### src/rtl/dmi_pkg.sv
// Shared DMI types: operation codes, response codes and the arbiter FSM states,
// plus small helpers used by the DMI arbiter and its round-robin picker.
package dmi_pkg;

  typedef enum logic [1:0] {
    NOP   = 2'd0,
    READ  = 2'd1,
    WRITE = 2'd2,
    RSVD  = 2'd3
  } dmi_op_e;

  // Encoding is shared with the DTM dmistat field, hence the gap at 1.
  typedef enum logic [1:0] {
    NOERROR = 2'd0,
    FAILED  = 2'd2,
    BUSY    = 2'd3
  } dmi_resp_e;

  typedef enum logic [1:0] {
    IDLE,
    ISSUE,
    WAIT,
    RESPOND
  } dmi_arb_state_e;

  function automatic logic is_access(dmi_op_e op);
    return (op == READ) || (op == WRITE);
  endfunction

  function automatic int rr_index(int last, int k, int n);
    return (last + k) % n;
  endfunction

endpackage

### src/rtl/dmi_arbiter_rr.sv
// Combinational round-robin picker: first pending requester strictly after
// last_grant, wrapping around. Holds no state of its own.
module rr_arbiter
  import dmi_pkg::*;
#(
  parameter int N  = 2,
  parameter int IW = (N > 1) ? $clog2(N) : 1
) (
  input  logic [N-1:0]  pending,
  input  logic [IW-1:0] last_grant,
  output logic          grant_valid,
  output logic [IW-1:0] grant_idx
);

  logic [IW-1:0] cand;

  always_comb begin
    grant_valid = 1'b0;
    grant_idx   = '0;
    cand        = '0;
    for (int k = 1; k <= N; k++) begin
      cand = IW'(rr_index(int'(last_grant), k, N));
      if (!grant_valid && pending[cand]) begin
        grant_valid = 1'b1;
        grant_idx   = cand;
      end
    end
  end

endmodule

### src/rtl/dmi_arbiter.sv
// Shares one Debug Module DMI port between N_REQ masters: latches requests,
// grants round-robin with one access in flight, and bounds each access by a timeout.
module dmi_arbiter
  import dmi_pkg::*;
#(
  parameter int N_REQ          = 2,
  parameter int ABITS          = 7,
  parameter int TIMEOUT_CYCLES = 1024
) (
  input  logic                        clk,
  input  logic                        rst,
  input  logic [N_REQ-1:0]            req_start,
  input  logic [N_REQ-1:0][1:0]       req_op,
  input  logic [N_REQ-1:0][ABITS-1:0] req_address,
  input  logic [N_REQ-1:0][31:0]      req_wdata,
  output logic [N_REQ-1:0]            req_finish,
  output logic [N_REQ-1:0][31:0]      req_rdata,
  output logic [N_REQ-1:0][1:0]       req_resp,
  output logic                        dm_start,
  output logic [1:0]                  dm_op,
  output logic [ABITS-1:0]            dm_address,
  output logic [31:0]                 dm_wdata,
  input  logic                        dm_finish,
  input  logic [31:0]                 dm_rdata
);

  localparam int IW = (N_REQ > 1) ? $clog2(N_REQ) : 1;
  localparam int TW = $clog2(TIMEOUT_CYCLES);
  localparam logic [TW-1:0] TIMER_LAST = TW'(TIMEOUT_CYCLES - 1);

  dmi_arb_state_e   state;
  logic [N_REQ-1:0] pending;
  logic [N_REQ-1:0] busy;
  logic [N_REQ-1:0] accept;
  logic [N_REQ-1:0] pending_set;
  logic [N_REQ-1:0] pending_clr;
  dmi_op_e          lat_op      [N_REQ];
  logic [ABITS-1:0] lat_address [N_REQ];
  logic [31:0]      lat_wdata   [N_REQ];
  logic [IW-1:0]    grant;
  logic [IW-1:0]    last_grant;
  logic [IW-1:0]    arb_idx;
  logic             arb_valid;
  logic [TW-1:0]    timer;
  logic             access_done;
  logic             access_timeout;

  rr_arbiter #(
    .N  (N_REQ),
    .IW (IW)
  ) u_rr (
    .pending     (pending),
    .last_grant  (last_grant),
    .grant_valid (arb_valid),
    .grant_idx   (arb_idx)
  );

  // A master stays busy from acceptance until the cycle its finish pulse is out.
  always_comb begin
    busy        = pending | req_finish;
    accept      = '0;
    pending_set = '0;
    pending_clr = '0;
    for (int i = 0; i < N_REQ; i++) begin
      if (state != IDLE && grant == IW'(i)) busy[i] = 1'b1;
      accept[i]      = req_start[i] & ~busy[i];
      pending_set[i] = accept[i] & is_access(dmi_op_e'(req_op[i]));
      if (state == ISSUE && grant == IW'(i)) pending_clr[i] = 1'b1;
    end
  end

  assign access_done    = (state == ISSUE || state == WAIT) && dm_finish;
  assign access_timeout = (state == WAIT) && (timer == TIMER_LAST);

  always_ff @(posedge clk or posedge rst) begin
    if (rst) begin
      state      <= IDLE;
      pending    <= '0;
      grant      <= '0;
      last_grant <= IW'(N_REQ - 1);
      timer      <= '0;
      req_finish <= '0;
      req_rdata  <= '0;
      req_resp   <= '0;
      dm_start   <= 1'b0;
      dm_op      <= '0;
      dm_address <= '0;
      dm_wdata   <= '0;
      for (int i = 0; i < N_REQ; i++) begin
        lat_op[i]      <= NOP;
        lat_address[i] <= '0;
        lat_wdata[i]   <= '0;
      end
    end else begin
      req_finish <= '0;
      dm_start   <= 1'b0;
      pending    <= (pending & ~pending_clr) | pending_set;

      // nop/reserved ops never reach the DM and complete on the next cycle.
      for (int i = 0; i < N_REQ; i++) begin
        if (accept[i]) begin
          if (pending_set[i]) begin
            lat_op[i]      <= dmi_op_e'(req_op[i]);
            lat_address[i] <= req_address[i];
            lat_wdata[i]   <= req_wdata[i];
          end else begin
            req_finish[i] <= 1'b1;
            req_resp[i]   <= (dmi_op_e'(req_op[i]) == RSVD) ? FAILED : NOERROR;
          end
        end
      end

      case (state)
        IDLE: begin
          if (arb_valid) begin
            grant      <= arb_idx;
            dm_start   <= 1'b1;
            dm_op      <= lat_op[arb_idx];
            dm_address <= lat_address[arb_idx];
            dm_wdata   <= lat_wdata[arb_idx];
            state      <= ISSUE;
          end
        end
        ISSUE, WAIT: begin
          if (access_done || access_timeout) begin
            req_finish[grant] <= 1'b1;
            req_rdata[grant]  <= (access_done && lat_op[grant] == READ) ? dm_rdata : 32'h0;
            req_resp[grant]   <= access_done ? NOERROR : FAILED;
            state             <= RESPOND;
          end else begin
            timer <= (state == ISSUE) ? '0 : timer + 1'b1;
            state <= WAIT;
          end
        end
        RESPOND: begin
          last_grant <= grant;
          dm_op      <= '0;
          dm_address <= '0;
          dm_wdata   <= '0;
          state      <= IDLE;
        end
        default: state <= IDLE;
      endcase
    end
  end

endmodule

### config.mk
export PLATFORM = sky130hd
export DESIGN_NAME = dmi_arbiter
export DESIGN_NICKNAME = d
export VERILOG_FILES = /design/src/rtl/dmi_pkg.sv /design/src/rtl/dmi_arbiter_rr.sv /design/src/rtl/dmi_arbiter.sv
export SDC_FILE = /design/constraint.sdc
export NUM_CORES = 1
export LEC_CHECK = 0
export CORE_MARGIN = 2
export CORE_UTILIZATION = 45
export DETAILED_ROUTE_END_ITERATION = 12
export PLACE_DENSITY = 0.73
export SYNTH_ARGS = -nofsm -noshare
export SYNTH_HDL_FRONTEND = slang
export SYNTH_SLANG_ARGS = --single-unit
### constraint.sdc
create_clock -name clk -period 15.6 [get_ports clk]
set_clock_uncertainty 0.2 [all_clocks]
set_input_delay 2.34 -clock clk [delete_from_list [all_inputs] [get_ports clk]]
set_output_delay 2.34 -clock clk [all_outputs]
set_load 0.05 [all_outputs]
# After elaboration in Yosys (flattened, before gate mapping)
# Index checks and enable logic that the tools add are counted.
# W data, S select, Z words.
[classes]
bitwise = 15
shifts = 0
n_addsub = 3
order_cmp = 6
div_mod_pow = 0
eq_ne = 12
n_mux = 60
n_reduce_logical = 24
n_mul = 0
[op_table]
columns = ["op", "count"]
rows = [
  ["$mux W32", 6],
  ["$bwmux W64", 1],
  ["$pmux W32 S2", 1],
  ["$mux W2", 18],
  ["$demux W32 S1", 1],
  ["$mux W7", 4],
  ["$mux W1", 20],
  ["$pmux W7 S2", 1],
  ["$eq A2 B2 Y1 const B", 6],
  ["$reduce_and A2 Y1", 6],
  ["$add A10 B1 Y10 const B", 1],
  ["$eq A10 B10 Y1 const B", 1],
  ["$mux W10", 1],
  ["$logic_and A1 B1 Y1", 9],
  ["$eq A2 B1 Y1 const B", 4],
  ["$mux W4", 2],
  ["$lt A1 B2 Y1 const B", 3],
  ["$or A2 B2 Y2", 3],
  ["$pmux W2 S3", 1],
  ["$and A1 B1 Y1", 4],
  ["$bwmux W4", 1],
  ["$ge A2 B2 Y1 const B", 2],
  ["$logic_or A1 B1 Y1", 4],
  ["$not A1 Y1", 4],
  ["other kinds (13)", 16],
]
[totals]
latchBits = 0
mem_count = 0
out_inout_bits = 112
regBits = 210
ramBits = 0
wordCells = 140
romBits = 0
in_bits = 119

# Logic depth before layout (Yosys ltp)
[depth]
ltp_word = 13
depth_mapped = 8
mapped_depth_nobuf = 6

# Modules after synthesis
# Synthesis repeated with hierarchy kept, for this count alone.
[unflattened]
cells_unflattened = 734
hier_area_um2 = 8707.1
[modules_own_cells]
columns = ["module", "seq_area_each_um2", "cells_each", "n_inst", "area_each_um2"]
rows = [
  ["dmi_arbiter", 5256.3, 732, 1, 8693.3],
  ["rr_arbiter", 0.0, 2, 1, 13.8],
]

# Worst setup path after synthesis
# OpenSTA, ideal clock, no wires.
[synth_path]
path_type = "input to register"
from = "in req_op[0] in the netlist's numbering"
to = "reg req_resp[1] in the netlist's numbering"
stages = 4
setup_ns = 0.077
arrival_ns = 3.416
t_required_ns = 15.323
setup_slack_ns = 11.907
path_buffers = 0
path_cell_list = "ha_1 > or4_1 > mux2i_1 > a21oi_1"
[synth_via]
elab_chain_len = 8
elab_cells_between_ends = 11
cone_classes = "eq/ne (3); mux (6); bitwise (1); reduce/logical (1)"
[synth_lines]
columns = ["element", "line_no", "rtl"]
rows = [
  ["from (decl)", "dmi_arbiter.sv:13", "input logic [N_REQ-1:0][1:0] req_op,"],
  ["$eq A2 B1 Y1 / $eq A2 B2 Y1 (equally long branches)", "dmi_pkg.sv:27", "return (op == READ) || (op == WRITE);"],
  ["$logic_or A1 B1 Y1", "dmi_pkg.sv:27", ""],
  ["$and A1 B1 Y1", "dmi_arbiter.sv:67", "pending_set[i] = accept[i] & is_access(dmi_op_e'(req_op[i]));"],
  ["$mux W2 *", "dmi_arbiter.sv:102", "if (pending_set[i]) begin"],
  ["$mux W2 *", "dmi_arbiter.sv:101", "if (accept[i]) begin"],
  ["$bwmux W4", "dmi_arbiter.sv:128", "req_resp[grant] <= access_done ? NOERROR : FAILED;"],
  ["$mux W4", "dmi_arbiter.sv:125", "if (access_done || access_timeout) begin"],
  ["$mux W4 *", "dmi_arbiter.sv:113", "case (state)"],
  ["to (signal, indexed assignment)", "dmi_arbiter.sv:108", "req_resp[i] <= (dmi_op_e'(req_op[i]) == RSVD) ? FAILED : NOERROR;"],
  ["to (signal, indexed assignment)", "dmi_arbiter.sv:128", ""],
  ["to (decl)", "dmi_arbiter.sv:18", "output logic [N_REQ-1:0][1:0] req_resp,"],
]
# Every way passes the cells marked *; elsewhere a longest branch is shown, timed or not.
# A chain may end at the register's enable or synchronous reset.

# Worst setup path after layout
[layout_path]
from = "in dm_finish"
to = "reg req_rdata[16] in the netlist's numbering"
[layout_via]
elab_chain_len = 4
elab_cells_between_ends = 6
cone_classes = "mux (2); reduce/logical (4)"
[layout_lines]
columns = ["element", "line_no", "rtl"]
rows = [
  ["from (decl)", "dmi_arbiter.sv:23", "input logic dm_finish,"],
  ["$logic_and A1 B1 Y1 *", "dmi_arbiter.sv:72", "assign access_done = (state == ISSUE || state == WAIT) && dm_finish;"],
  ["$logic_and A1 B1 Y1", "dmi_arbiter.sv:127", "req_rdata[grant] <= (access_done && lat_op[grant] == READ) ? dm_rdata : 32'h0;"],
  ["$mux W32", "dmi_arbiter.sv:127", ""],
  ["$bwmux W64", "dmi_arbiter.sv:127", ""],
  ["to (signal, indexed assignment)", "dmi_arbiter.sv:127", ""],
  ["to (decl)", "dmi_arbiter.sv:17", "output logic [N_REQ-1:0][31:0] req_rdata,"],
]
# Marks and branches as above.

==> implementation parameters <==
Parameter                              Value

Status
  Outcome ... finished, final reports clean

Critical path
  Cells along the critical path ... clkdlybuf4s50_1 -> a31oi_4 -> buf_4 -> or2_1 -> buf_4 -> o21ai_0
  Critical-path cell with the highest stage delay ... sky130_fd_sc_hd__or2_1
  Category of the most critical setup path ... primary input to register
  Kind of capture point of the worst setup path ... register
  CP top delay family ... buffers and inverters
  Maximum fanout count along the critical path ... 66
  Arrival @ worst endpoint ... 4540 ps
  Largest stage delay on the critical path ... 540 ps
  Startpoint kind of the worst setup timing path ... primary input
  Buf+Inv Stages, Crit Path ... 3
  Most numerous cell on the critical path ... sky130_fd_sc_hd__buf_4
  Required @ worst endpoint ... 15770 ps

Layout
  Proportion of layout cells with a drive suffix above 1 ... 0.151
  Post-synthesis to final-layout area growth ... 36.1%
  Number of nets at the end of the flow ... 1072
  Filler cells ... 1504

STA
  Relative slew slack ... 0.325
  Minimum hold slack ... 269 ps
  Highest Clock Rate ... 229 MHz
  Part of the cycle the worst path needs ... 0.280
  Least-Margin Pin Slew ... 1010 ps
  Final-layout setup total negative slack ... 0 ps
  Unrepaired setup endpoints after global routing ... false
  Finish-stage setup viols ... 0
  Final hold violations ... 0
  Final number of max-transition violations ... 0
  Min cycle time layout ... 4370 ps

Logic synthesis
  Number of distinct library cells after synthesis ... 47
  Post-synthesis cell count ... 731
  Area share of the largest cell type after synthesis ... 0.598
  Cell type contributing the most total cell area after synthesis ... sky130_fd_sc_hd__dfrtp_1
  Count of state elements after synthesis ... 210
  Share of flip-flops with an asynchronous set or reset after synthesis ... 1.00
  Synthesized netlist net count ... 857
  Sequential-to-total area share from yosys stat ... 0.601
  Leading register cell type out of synthesis ... sky130_fd_sc_hd__dfrtp_1
  Count of flip-flops with a built-in enable after synthesis ... 0
  Average cell area after synthesis ... 12.0 sq um
  Summed instance area of the synthesized netlist ... 0.00874 sq mm
  Top cells by area in the synthesized netlist ... sky130_fd_sc_hd__dfrtp_1 60%, sky130_fd_sc_hd__mux2_2 11%, sky130_fd_sc_hd__o21ai_0 7.4%
  Number of warnings printed during yosys synthesis ... 0

Detailed routing
  Total Wirelength ... 22100 um
  Count of TritonRoute iterations in the first routing pass ... 4
  DRC viols ... 0
  Post-detailed-route via-to-cell ratio ... 5.25
  Vias ... 6418
  Number of antenna-violating nets in the routed design ... 0
  Post-detailed-route wirelength per cell ... 18.1 um
  Detailed Route Iter0 Violations ... 339

Power
  Leakage power ... 0.00505 uW
  VDD IR max ... 111 uV
  P per Cell Area ... 215 mW/mm^2

Floorplanning
  Initial cell density of the core ... 0.463
  Die ar. ... 0.0206 sq mm
  Die Y ... 143 um
  Row Count ... 50
  Area inside the core boundary ... 0.0189 sq mm
  Die extent in x ... 143 um
  Io pins ... 231

Placed design
  Placer's final routability congestion estimate ... 0.811
  Port Buffer Count ... 230
  Placed wire-length estimate after detailed placement ... 14700 um

Worst hold path
  Worst Hold Class ... register to register

Global routing
  Overflow left after global routing ... 0
  Global-route usage over all layers ... 0.210
  Pin count of the biggest net entering global routing ... 144
  Global-route wire length before repair ... 34000 um
  Number of global-route vias before repair ... 6482
  Number of antenna violations at the first check in global routing ... 3

Clock tree
  Clock-pin slew on the worst setup and hold paths ... 60 ps
  Number of buffers added by the clock tree synthesis step ... 23
  Post-CTS Hold Fix Bufs ... 0
  TritonCTS clock tree ... built
  Maximum number of buffers from clock root to sink ... 3
  Post-CTS setup repair buffer count ... 0
  Post_cts resized ... 0
  Htree depth ... 1
  Clk Latency, worst-skew pair ... 500 ps
  Root Driver ... sky130_fd_sc_hd__clkbuf_16
  Number of clock sinks ... 210

Run
  Maximum Capacitance Violations ... 0
[cells by family after synthesis]
kind of cell,synth area share
AOI/OAI and AO/OA,0.131
DFF,0.601
muxes,0.157
and+or+nand+nor,0.0635
buffers and inverters,0.0372
adders and majority gates,0.0100
[cell usage after synthesis, types with 2 or more instances]
cell type	count
sky130_fd_sc_hd__dfrtp_1	209
sky130_fd_sc_hd__o21ai_0	129
sky130_fd_sc_hd__nand2_1	91
sky130_fd_sc_hd__mux2_2	84
sky130_fd_sc_hd__o21ai_1	57
sky130_fd_sc_hd__mux2i_1	43
sky130_fd_sc_hd__clkbuf_1	18
sky130_fd_sc_hd__buf_2	14
sky130_fd_sc_hd__buf_6	8
sky130_fd_sc_hd__ha_1	7
sky130_fd_sc_hd__buf_4	6
sky130_fd_sc_hd__a21oi_1	5
sky130_fd_sc_hd__inv_1	5
sky130_fd_sc_hd__nand2b_1	5
sky130_fd_sc_hd__nor2_1	4
sky130_fd_sc_hd__o21ai_2	4
sky130_fd_sc_hd__a31oi_1	3
sky130_fd_sc_hd__and3_1	3
sky130_fd_sc_hd__clkbuf_2	3
sky130_fd_sc_hd__o31ai_1	3
sky130_fd_sc_hd__a31o_2	2
sky130_fd_sc_hd__and4_1	2
sky130_fd_sc_hd__or2_1	2
[layout by cell type, fill, tap and decap left out, drive strengths merged]
| cell type | netlist | final |
|---|---|---|
| a31o | 2 | 2 |
| dfrtp | 209 | 209 |
| and4 | 2 | 2 |
| a2bb2oi | 1 | 1 |
| clkinvlp | 0 | 1 |
| buf | 29 | 10 |
| bufinv | 0 | 1 |
| and3 | 3 | 3 |
| mux2 | 84 | 84 |
| inv | 6 | 6 |
| clkinv | 0 | 1 |
| o21a | 1 | 1 |
| nand2 | 91 | 91 |
| a31oi | 4 | 4 |
| nand4 | 1 | 1 |
| or4 | 1 | 1 |
| a22o | 1 | 1 |
| or2 | 2 | 2 |
| mux2i | 43 | 43 |
| o31ai | 3 | 3 |
| o21ai | 190 | 190 |
| a21oi | 6 | 6 |
| nand3b | 1 | 1 |
| and2 | 2 | 2 |
| clkbuf | 21 | 36 |
| nor2 | 4 | 4 |
| o21bai | 1 | 1 |
| diode | 0 | 3 |
| or3b | 2 | 2 |
| a21boi | 1 | 1 |
| clkdlybuf4s50 | 0 | 230 |
| dfstp | 1 | 1 |
| nand2b | 5 | 5 |
| nor2b | 1 | 1 |
| nor3 | 1 | 1 |
| nor3b | 2 | 2 |
| nor4b | 2 | 2 |
| a41oi | 1 | 1 |
| ha | 7 | 7 |
[routing by layer]
metal | GRT usage | wire (um) | part of all wire | vias to the layer above
li1 | - | - | - | 2992
met1 | 0.282 | 9490 | 0.43 | 3157
met2 | 0.339 | 10400 | 0.47 | 223
met3 | 0.0423 | 1510 | 0.068 | 46
met4 | 0.0795 | 750 | 0.034 | 0
met5 | 0 | 0 | 0 | -
[where the power goes]
group	switching [uW]	total [uW]	internal (uW)	leakage [uW]
combinational	725	1160	432	0.00200
clock	203	514	311	0.000347
sequential	124	887	763	0.00270
[final cells by class]
class	count	area, sq um	area share
Sequential cell	210	5260	0.442
Multi-Input combinational cell	465	3190	0.268
Timing Repair Buffer	240	2380	0.200
Clock buffer	36	674	0.0567
Tap cell	260	325	0.0273
Clock inverter	3	42.5	0.00357
Inverter	6	30.0	0.00252
Antenna cell	3	7.51	0.000631
[stage by stage]
stage               cells  total power [uW]  worst slack (ps)  area [sq um]  utilization
finish               1223              2560             11230         11900        0.630
global route         1221              2700             11100         11900        0.630
CTS                  1220              2580             11260         11900        0.630
detailed placement   1181              2060             10760         11200        0.592
global placement     1181              2030             10840         11200        0.592
floorplan             731              1690              7320          8740            -
[path summary, 6_finish.rpt]
path | endpoint | from | depth (start not counted) | slack, ps
hold / removal | timer[6] | timer[6] | 1 | 270
max in group asynchronous | dm_wdata[10] | rst | 3 | 11430
hold reg to reg | timer[6] | timer[6] | 1 | 270
setup reg to reg | dm_address[6] | state[0] | 8 | 12200
min in group asynchronous | dm_address[2] | rst | 2 | 2280
setup / recovery | req_rdata[16] | dm_finish | 6 | 11230
[flip-flops by register name (all words and copies together), names as in the netlist]
name,count
lat_wdata,64
dm_op,2
dm_address,7
lat_address,14
dm_start,1
pending,2
last_grant,1
state,2
dm_wdata,32
req_finish,2
req_resp,4
grant,1
timer,10
req_rdata,64
lat_op,4
(Power assumes the default switching activity.)
